==> config.mk <==
export PLATFORM = sky130hd
export DESIGN_NAME = ifu_flat
export DESIGN_NICKNAME = d
export VERILOG_FILES = /design/src/rtl/ifu_pkg.sv /design/src/rtl/ifu_if.sv /design/src/rtl/ifu_fifo.sv /design/src/rtl/ifu.sv /design/src/flat_wrapper.sv
export SDC_FILE = /design/constraint.sdc
export NUM_CORES = 1
export LEC_CHECK = 0
export ABC_AREA = 0
export BUFFER_PORTS_ARGS = -buffer_cell sky130_fd_sc_hd__buf_2
export CORE_MARGIN = 3
export CORE_UTILIZATION = 49
export CTS_CLUSTER_DIAMETER = 120
export DETAILED_ROUTE_END_ITERATION = 12
export GPL_TIMING_DRIVEN = 0
export PLACE_DENSITY = 0.83
export SLEW_MARGIN = 20
export SYNTH_ARGS = -nofsm -noshare
export SYNTH_HDL_FRONTEND = slang
export SYNTH_SLANG_ARGS = --single-unit
==> constraint.sdc <==
create_clock -name clk -period 14.3 [get_ports clk]
set_clock_uncertainty 0.2 [all_clocks]
set_input_delay 0.715 -clock clk [delete_from_list [all_inputs] [get_ports clk]]
set_output_delay 0.715 -clock clk [all_outputs]
set_load 0.005 [all_outputs]
==> src/rtl/ifu_pkg.sv <==
// Shared fetch-unit types and constants: NOP encoding, reset PC default, PC step,
// and the {pc, instr} record carried through the fetch buffer.
package ifu_pkg;
    localparam logic [31:0] NOP          = 32'h0000_0013;
    localparam logic [31:0] DEF_RESET_PC = 32'h0000_0000;
    localparam logic [31:0] PC_STEP      = 32'd4;

    typedef struct packed {
        logic [31:0] pc;
        logic [31:0] instr;
    } fetch_t;

    function automatic logic [31:0] align_word(input logic [31:0] a);
        return a & 32'hFFFF_FFFC;
    endfunction
endpackage

==> src/rtl/ifu_if.sv <==
// Instruction SRAM read port: request/ready handshake, data returns exactly one cycle
// after an accepted request. Master is the fetch unit, slave is the SRAM.
interface ifu_if;
    logic        req;
    logic [31:0] addr;
    logic        ready;
    logic        rvalid;
    logic [31:0] rdata;

    modport master (output req, output addr, input ready, input rvalid, input rdata);
    modport slave  (input req, input addr, output ready, output rvalid, output rdata);
endinterface

==> src/rtl/ifu_fifo.sv <==
// Synchronous fetch buffer, registered count; head visible combinationally (0-cycle read).
// Flush beats push; push and pop in the same cycle are allowed; caller guarantees no overflow.
module ifu_fifo #(
    parameter  int DEPTH = 2,
    parameter  int WIDTH = 64,
    localparam int AW    = $clog2(DEPTH),
    localparam int CW    = $clog2(DEPTH + 1)
) (
    input  logic             clk,
    input  logic             rst,
    input  logic             flush_i,
    input  logic             push_i,
    input  logic [WIDTH-1:0] din_i,
    input  logic             pop_i,
    output logic [WIDTH-1:0] head_o,
    output logic             empty_o,
    output logic [CW-1:0]    count_o
);
    logic [WIDTH-1:0] mem_q [DEPTH];
    logic [AW-1:0]    rd_q;
    logic [AW-1:0]    wr_q;
    logic [CW-1:0]    cnt_q;
    logic             full;

    always_ff @(posedge clk) begin
        if (rst || flush_i) begin
            rd_q  <= '0;
            wr_q  <= '0;
            cnt_q <= '0;
        end else begin
            if (push_i) begin
                mem_q[wr_q] <= din_i;
                wr_q        <= wr_q + AW'(1);
            end
            if (pop_i) begin
                rd_q <= rd_q + AW'(1);
            end
            cnt_q <= cnt_q + CW'(push_i) - CW'(pop_i);
        end
    end

    assign full    = (cnt_q == CW'(DEPTH));
    assign empty_o = (cnt_q == '0);
    assign count_o = cnt_q;
    assign head_o  = mem_q[rd_q];

    no_overflow: assert property (@(posedge clk) disable iff (rst)
        !(push_i && full && !pop_i && !flush_i));
endmodule

==> src/rtl/ifu.sv <==
// Instruction fetch: PC + credit-limited SRAM reads into a small buffer; req->decode in 2 cycles,
// 1 instr/cycle sustained. ls_hold_i freezes delivery (fetch stops when credits run out); jump_i flushes.
module ifu
    import ifu_pkg::*;
#(
    parameter logic [31:0] RESET_PC   = DEF_RESET_PC,
    parameter int          FIFO_DEPTH = 2
) (
    input  logic         clk,
    input  logic         rst,
    input  logic         jump_i,
    input  logic [31:0]  jump_addr_i,
    input  logic         ls_hold_i,
    ifu_if.master        imem,
    output logic [31:0]  instr_o,
    output logic [31:0]  pc_o,
    output logic         instr_valid_o
);
    localparam int CW = $clog2(FIFO_DEPTH + 1);

    logic [31:0]   pc_q, pc_d;
    logic [31:0]   req_pc_q, req_pc_d;
    logic [CW-1:0] out_q, out_d;
    logic [CW-1:0] drop_q, drop_d;
    logic [CW-1:0] fifo_count;
    logic [CW:0]   used;
    logic          empty, pop, push, accept, rsp;
    fetch_t        head, push_dat;

    // A same-cycle pop frees a slot, so credits count it to keep the stream at full rate.
    assign pop        = !empty && !ls_hold_i && !jump_i;
    assign used       = {1'b0, fifo_count} + {1'b0, out_q} - (CW+1)'(pop);
    assign imem.req   = !rst && !jump_i && (used < (CW+1)'(FIFO_DEPTH));
    assign imem.addr  = pc_q;
    assign accept     = imem.req && imem.ready;
    // rvalid with nothing in flight (e.g. straight after reset) is stale and ignored.
    assign rsp        = imem.rvalid && (out_q != '0);
    assign push       = rsp && (drop_q == '0) && !jump_i;
    assign push_dat   = '{pc: req_pc_q, instr: imem.rdata};

    always_comb begin
        pc_d     = pc_q;
        req_pc_d = req_pc_q;
        drop_d   = drop_q;
        out_d    = out_q - CW'(rsp) + CW'(accept);
        if (accept) begin
            pc_d     = pc_q + PC_STEP;
            req_pc_d = pc_q;
        end
        if (jump_i) begin
            pc_d   = align_word(jump_addr_i);
            drop_d = out_d;
        end else if (rsp && (drop_q != '0)) begin
            drop_d = drop_q - CW'(1);
        end
    end

    always_ff @(posedge clk) begin
        if (rst) begin
            pc_q     <= RESET_PC;
            req_pc_q <= RESET_PC;
            out_q    <= '0;
            drop_q   <= '0;
        end else begin
            pc_q     <= pc_d;
            req_pc_q <= req_pc_d;
            out_q    <= out_d;
            drop_q   <= drop_d;
        end
    end

    ifu_fifo #(
        .DEPTH (FIFO_DEPTH),
        .WIDTH ($bits(fetch_t))
    ) u_fifo (
        .clk     (clk),
        .rst     (rst),
        .flush_i (jump_i),
        .push_i  (push),
        .din_i   (push_dat),
        .pop_i   (pop),
        .head_o  (head),
        .empty_o (empty),
        .count_o (fifo_count)
    );

    assign instr_valid_o = pop;
    assign instr_o       = pop ? head.instr : NOP;
    assign pc_o          = empty ? pc_q : head.pc;
endmodule

==> src/flat_wrapper.sv <==
// flat-port wrapper written by rule: the top's interface ports become plain ports
module ifu_flat import ifu_pkg::*;
#(
    parameter logic [31:0] RESET_PC   = DEF_RESET_PC,
    parameter int          FIFO_DEPTH = 2
)
  (clk, rst, jump_i, jump_addr_i, ls_hold_i, instr_o, pc_o, instr_valid_o, imem_req, imem_addr, imem_ready, imem_rvalid, imem_rdata);
  ifu_if imem_i ();
  input  logic clk;
  input  logic rst;
  input  logic jump_i;
  input  logic [31:0] jump_addr_i;
  input  logic ls_hold_i;
  output logic [31:0] instr_o;
  output logic [31:0] pc_o;
  output logic instr_valid_o;
  output wire logic [$bits(imem_i.req)-1:0] imem_req;
  output wire logic [$bits(imem_i.addr)-1:0] imem_addr;
  input wire logic [$bits(imem_i.ready)-1:0] imem_ready;
  input wire logic [$bits(imem_i.rvalid)-1:0] imem_rvalid;
  input wire logic [$bits(imem_i.rdata)-1:0] imem_rdata;
  assign imem_req = imem_i.req;
  assign imem_addr = imem_i.addr;
  assign imem_i.ready = imem_ready;
  assign imem_i.rvalid = imem_rvalid;
  assign imem_i.rdata = imem_rdata;
  ifu #(.RESET_PC(RESET_PC), .FIFO_DEPTH(FIFO_DEPTH)) u_core (.clk(clk), .rst(rst), .jump_i(jump_i), .jump_addr_i(jump_addr_i), .ls_hold_i(ls_hold_i), .imem(imem_i), .instr_o(instr_o), .pc_o(pc_o), .instr_valid_o(instr_valid_o));
endmodule
==> results of run 1 <==
[cells in the mapped netlist (2+ instances only)]
cell        n  share of area, %
nor4b_1     2              0.21
and4_1      2              0.21
a311o_1     2              0.24
or4_1      11              0.99
o221ai_1    4              0.42
inv_1      17              0.76
o311ai_0    3              0.31
xnor2_1    12               1.3
and2_1     11              0.82
and3_1      8              0.60
or3_1       6              0.45
ha_1        8               1.2
or2_2       2              0.15
a22oi_1     2              0.18
a211oi_1    7              0.63
edfxtp_1  124                45
a21oi_1    68               4.1
dfxtp_1    69                17
buf_4       4              0.36
o21ai_0     2              0.12
buf_1      10              0.45
nor4_1      7              0.52
o21a_1      2              0.18
xor2_1      3              0.31
o211ai_1   15               1.3
nor2b_1     2              0.15
nand4_1    10              0.75
o22ai_1     2              0.15
buf_2       8              0.48
mux2i_1    63               7.6
a31oi_1    17               1.3
nand3_1    13              0.78
nor3_1     18               1.1
nor2_1     73               3.3
nand2_1    84               3.8
clkbuf_1   34               1.5
nand2b_1    2              0.15
[logic make-up after synthesis]
kind of cell             share of synthesized area, %
multiplexers                                     7.55
flip-flops                                       61.2
AO/OA/AOI/OAI                                    9.67
buffers and inverters                            3.72
AND/OR/NAND/NOR                                  14.9
XOR/XNOR                                         1.57
adder cells (fa/ha/maj)                          1.44
other                                          0.0449
[final timing paths]
check | from | endpoint | slack (ns) | cells past startpoint
worst min register to register | u_core.req_pc_q[5]$_SDFFE_PP0P_ | u_core.u_fifo.mem_q[1][37]$_DFFE_PP_ | 0.25 | 0
worst min-delay path | u_core.req_pc_q[5]$_SDFFE_PP0P_ | u_core.u_fifo.mem_q[1][37]$_DFFE_PP_ | 0.25 | 0
worst max register to register | u_core.u_fifo.count_o[1]$_SDFF_PP0_ | u_core.drop_q[1]$_SDFFE_PP0P_ | 9.45 | 19
worst max-delay path | u_core.u_fifo.count_o[1]$_SDFF_PP0_ | u_core.drop_q[1]$_SDFFE_PP0P_ | 9.45 | 19
[sequential cells by signal, indices dropped and copies added, names as in the netlist, named ones only]
| name | count |
|---|---|
| u_core.drop_q | 2 |
| u_core.u_fifo.count_o | 2 |
| u_core.u_fifo.mem_q | 124 |
| u_core.out_q | 2 |
| u_core.req_pc_q | 30 |
| u_core.u_fifo.rd_q | 1 |
| u_core.u_fifo.wr_q | 1 |
| u_core.imem.addr | 30 |
[where the power goes]
part	switching (W)	total (W)	leakage, nW	internal (W)
clock network	0.000223	0.000461	0.285	0.000238
registers	0.0000240	0.000642	1.72	0.000618
logic	0.0000915	0.000154	1.73	0.0000622
[layout make-up]
class / count / share of cell area (%)
sequential: 193 / 50.2
multi-input combinational: 480 / 29.0
timing repair buffer: 177 / 9.39
clock buffer: 18 / 4.32
tap: 220 / 2.70
buffer: 57 / 2.42
clock inverter: 14 / 1.35
inverter: 17 / 0.627
[layer usage]
layer,GRT usage [%],share of wire (%),vias up
met2,39.5,49,355
met4,8.90,2.5,0
met5,0,0,-
met3,6.43,9.1,56
li1,-,-,3119
met1,28.8,40,3099
[stage by stage]
stage / area (um2) / instances / setup WS (ns)
floorplan: 8360 / 747 / 7.68
global placement: 9440 / 1128 / 4.44
detailed placement: 9600 / 1144 / 9.35
CTS: 10200 / 1176 / 9.45
global route: 10200 / 1176 / 9.10
finish: 10200 / 1176 / 9.45
[worst max-delay path: cells and delay by family, from the launching register on]
family | cells | cell delay [ns]
buf+inv | 7 | 1.81
fa+ha+maj | 3 | 1.02
simple gates | 6 | 0.95
flops | 1 | 0.36
xor+xnor | 2 | 0.28
compound gates | 1 | 0.14
==> summary.txt, run 1 <==
Status: completed
DIE AREA: 0.0186 mm2
Vias in the first global route: 6239
Largest net degree at the start of global routing: 20
DR DRC count: 0
Mapped Area: 0.00835 mm2
Gr ovfl total: 0
Clk sinks: 193
Root Driver: clkbuf_16
First-pass GRT wire length: 33200 um
Most frequent CP cell: buf_2
Max Cap Viol: 0
Antenna violations before repair: 0
Ys async rst share: 0%
Register bit total from synthesis: 193
Total GRT Usage: 23.5%
Avg WL per Cell: 18.9 um
Share of cells above drive strength 1: 23.8%
Register area share after synthesis: 61.2%
Clk pin slew, worst setup/hold paths: 0.08 ns
Number of cells upsized or downsized after cts: 0
Final HPWL DP: 15900 um
Power Dens Cells: 123 mW/mm2
Yosys cell types: 54
Register area: 0.00510 mm2
Setup repair bufs after CTS: 0
Fin nets: 1022
Largest stage delay, worst path: 0.52 ns
Area Growth Syn to Fin: 21.9%
Final total power: 0.00126 W
Hold WS: 0.251 ns
Most frequent cells in the layout: buf_2, edfxtp_1, nand2_1, nor2_1, dfxtp_1
Initial Utilization: 50.2%
Most used flip-flop cell after synthesis: edfxtp_1
Antenna Cells: 0
Top-level I/O count: 168
Port buffer count: 161
Crit Path Category: flop to flop
Footprint of the multi-input gates: 0.00295 mm2
F_max: 0.206 GHz
Setup TNS: 0 ns
Synth Instances: 744
Number of routed nets with antenna violations: 0
Initial DRC Count: 572
VDD IR max: 0.0886 mV
CP cell instances: or2_2 > clkbuf_1 > nand2_1 > inv_1 > ha_1 > nand2b_1 > fa_1 > nand4bb_1 > buf_2 > or2_2 > clkbuf_1 > inv_1 > buf_2 > buf_2 > ha_1 > xnor2_1 > xnor2_1 > nand2_1 > a21oi_1
Crit. End Element: flop
Post-Route WL: 22200 um
Min Tclk post-route: 4.85 ns
Slew Viols, Final: 0
TritonCTS clock tree: built
Vert. Die Dim: 137 um
Leakage Power: 3.74 nW
Fin crit share: 33.9%
Post-synth EDFFs: 124
Clk_lat worst skew: 0.44 ns
Fin util: 61.2%
Num CTS Buffers: 17
Most common cell after layout, fill and taps aside: buf_2
GP Congestion: 0.966
Fillcell total: 1333
Hold Fails Final Rpt: 0
Max Buffers Root-to-Sink: 2
Core area: 0.0166 mm2
Ys Warns: 0
Slowest-stage cell, CP: fa_1
Detailed-route via count: 6629
Finish-stage setup viols: 0
CP Data Required Time: 14.46 ns
Vias/cell: 5.64
Hold Path Class: flop to flop
Worst-path fanout max: 10
Rel. slew slack: 37.0%
Post-synthesis area per instance: 11.2 um2
Worst-margin pin slew: 0.937 ns
Number of iterations in the first detailed-routing pass: 5
Worst path arrival time: 5.01 ns
Depth of the CTS H-tree: 4
Row Count: 47
Chip Width: 137 um
Worst Setup Start Kind: flop
Unrepaired setup endpoints after global routing: false
CTS Hold Bufs: 0
Power figures use the tool's default switching activity.
==> inputs of run 2 (changes only) <==
--- a/config.mk
+++ b/config.mk
@@ -5,7 +5,7 @@
 export SDC_FILE = /design/constraint.sdc
 export NUM_CORES = 1
 export LEC_CHECK = 0
-export ABC_AREA = 0
+export ABC_AREA = 1
 export BUFFER_PORTS_ARGS = -buffer_cell sky130_fd_sc_hd__buf_2
 export CORE_MARGIN = 3
 export CORE_UTILIZATION = 49
==> constraint.sdc (replaced) <==
create_clock -name clk -period 5 [get_ports clk]
set_clock_uncertainty 0.2 [all_clocks]
set_input_delay 0.25 -clock clk [delete_from_list [all_inputs] [get_ports clk]]
set_output_delay 0.25 -clock clk [all_outputs]
set_load 0.005 [all_outputs]
==> run 2 against run 1 <==
Clock power grew to 3.0 times the previous value. First-iteration DRC count is 14% higher. Synthesized cell count is 21% higher. Design area is 6.7% higher. Fmax is 24% higher. Register-to-register slack worse by 8.4 ns. Via count is 13% higher. Area after synthesis is 1.8% higher. Largest power group unchanged.
==> summary.txt, run 2 <==
Max reg flops: 124
Fin util: 64.8%
Footprint of the multi-input gates: 0.00283 mm2
Num CTS Buffers: 17
Commonest cells in the synthesized netlist: nand2_1, edfxtp_1, a21oi_1, inv_1, dfxtp_1
Register area: 0.00510 mm2
Setup repair bufs after CTS: 0
Sink of the worst hold path: u_core.imem.addr[30]$_SDFFE_PP0P_
Clk sinks: 193
Max Buffers Root-to-Sink: 2
GP Congestion: 0.957
Post-synthesis area per instance: 9.41 um2
Leakage Power: 4.65 nW
Min Tclk post-route: 3.91 ns
CP cell instances: nor2_2 > nor3_2 > ha_1 > inv_1 > nand2_1 > fa_1 > inv_1 > nor2_8 > nand3_4 > inv_2 > buf_6 > buf_2 > ha_1 > xor2_1 > xor2_1 > o21ai_0 > a21oi_1
Worst Setup Start Kind: flop
Port buffer count: 159
Yosys top cell area share: 43.8%
Worst path arrival time: 4.08 ns
Critical R2R Launch: u_core.u_fifo.count_o[1]$_SDFF_PP0_
Status: completed
Hold Crit Depth: 5
Unrepaired setup endpoints after global routing: false
Max Cap Viol: 0
Clk_lat worst skew: 0.44 ns
Top-level I/O count: 168
Largest stage delay, worst path: 0.49 ns
DR DRC count: 0
Crit. End Element: flop
Most used flip-flop cell after synthesis: edfxtp_1
Rel. slew slack: 58.2%
Antenna Cells: 0
Vert. Die Dim: 138 um
Worst setup margin: 1.09 ns
Final HPWL DP: 16900 um
Detailed-route via count: 7460
Mapped Area: 0.00849 mm2
Area Growth Syn to Fin: 27.8%
Most frequent cells in the layout: nand2_1, buf_2, edfxtp_1, a21oi_1, inv_1
Main area contributors after synthesis: edfxtp_1, dfxtp_1, nand2_1
HP Start: jump_addr_i[30]
Number of cells upsized or downsized after cts: 0
Worst Reg-to-Reg Cells: 17
Ys async rst share: 0%
Fillcell total: 1309
VDD IR max: 0.286 mV
Share of cells above drive strength 1: 21.3%
Worst-path fanout max: 10
Clk pin slew, worst setup/hold paths: 0.07 ns
F_max: 0.256 GHz
Number of iterations in the first detailed-routing pass: 5
Dpl ws: 1.14 ns
Fin area: 0.0109 mm2
CTS Hold Bufs: 56
Dpl cell area: 0.00970 mm2
Register area share after synthesis: 60.1%
Post-Route WL: 24100 um
Most common cell after layout, fill and taps aside: nand2_1
Reg2reg end: u_core.drop_q[1]$_SDFFE_PP0P_
Top-count cell post-synth: nand2_1
Initial DRC Count: 654
Total GRT Usage: 25.4%
Finish-stage setup viols: 0
Root Driver: clkbuf_16
Dpl cells: 1299
Slew Viols, Final: 0
Crit Path Category: flop to flop
Depth of the CTS H-tree: 4
TritonCTS clock tree: built
Post-synth EDFFs: 124
Worst-margin pin slew: 0.624 ns
Vias/cell: 5.38
Fin crit share: 78.2%
Area leader, netlist: edfxtp_1
Number of routed nets with antenna violations: 0
Setup TNS: 0 ns
Hold Path Class: primary input to flop
Vias in the first global route: 7098
Synth Instances: 903
DIE AREA: 0.0190 mm2
Power Dens Cells: 354 mW/mm2
Avg WL per Cell: 17.3 um
Core area: 0.0168 mm2
Ys Warns: 0
Hold Fails Final Rpt: 0
Yosys cell types: 39
Reg2reg setup slack: 1.09 ns
Top reg by flops: u_core.u_fifo.mem_q
Register bit total from synthesis: 193
Chip Width: 138 um
Row Count: 47
Gr ovfl total: 0
Non-Filler Instances: 1387
Initial Utilization: 50.7%
CP Data Required Time: 5.17 ns
Largest net degree at the start of global routing: 18
First-pass GRT wire length: 36500 um
Antenna violations before repair: 1
Slowest-stage cell, CP: nor2_2
Fin nets: 1233
[run 2: how the worst max path moves through the flow]
stage | from | end | slack [ns] | depth (start not counted)
6_report | u_core.u_fifo.count_o[1]$_SDFF_PP0_ | u_core.drop_q[1]$_SDFFE_PP0P_ | 1.09 | 17
5_1_grt | u_core.u_fifo.count_o[1]$_SDFF_PP0_ | u_core.drop_q[1]$_SDFFE_PP0P_ | 0.86 | 17
4_1_cts | u_core.u_fifo.count_o[1]$_SDFF_PP0_ | u_core.drop_q[1]$_SDFFE_PP0P_ | 1.11 | 17
3_3_place_gp | u_core.drop_q[0]$_SDFFE_PP0P_ | u_core.u_fifo.mem_q[0][58]$_DFFE_PP_ | -3.07 | 6
3_5_place_dp | u_core.u_fifo.count_o[1]$_SDFF_PP0_ | u_core.drop_q[1]$_SDFFE_PP0P_ | 1.14 | 17
2_1_floorplan | u_core.drop_q[0]$_SDFFE_PP0P_ | u_core.u_fifo.mem_q[0][0]$_DFFE_PP_ | -0.72 | 6
[run 2: power by group]
group	internal [W]	switching [W]
Clock	0.000792	0.000590
Sequential	0.00180	0.0000667
Combinational	0.000238	0.000356
[run 2: critical path, delay by kind of cell, from the launching register on]
family          cells  cell delay, ns
fa+ha+maj           3            1.02
simple gates        5            1.00
buf+inv             5            0.67
xor+xnor            2            0.37
flops               1            0.35
compound gates      2            0.22
[run 2: stage by stage]
step	hold WS, ns	total power [W]
2_1_floorplan	0.149	0.00223
3_3_place_gp	0.224	0.00242
3_5_place_dp	0.231	0.00244
4_1_cts	0.00290	0.00384
5_1_grt	0.0331	0.00400
6_report	0.00539	0.00384
[run 2: logic make-up after synthesis]
kind of cell / Yosys count / share of synthesized area, %
simple gates: 352 / 17.3
buf+inv: 130 / 6.88
xor+xnor: 13 / 1.34
flops: 193 / 60.1
compound gates: 205 / 13.0
fa+ha+maj: 9 / 1.41
other cells: 1 / 0.0441
[run 2: layout make-up]
cell class | instances | area share, %
Buffer | 49 | 2.49
Multi-Input combinational cell | 583 | 26.0
Tap cell | 220 | 2.54
Timing Repair Buffer | 229 | 13.6
Clock buffer | 20 | 4.02
Clock inverter | 12 | 1.44
Sequential cell | 193 | 47.0
Inverter | 81 | 2.89
[run 2: layer usage]
layer	vias up	GRT usage, %	wire, um
met5	-	0	13
met4	2	9.26	626
met3	55	5.22	1900
met2	334	43.4	12200
met1	3552	31.9	9370
li1	3517	-	-
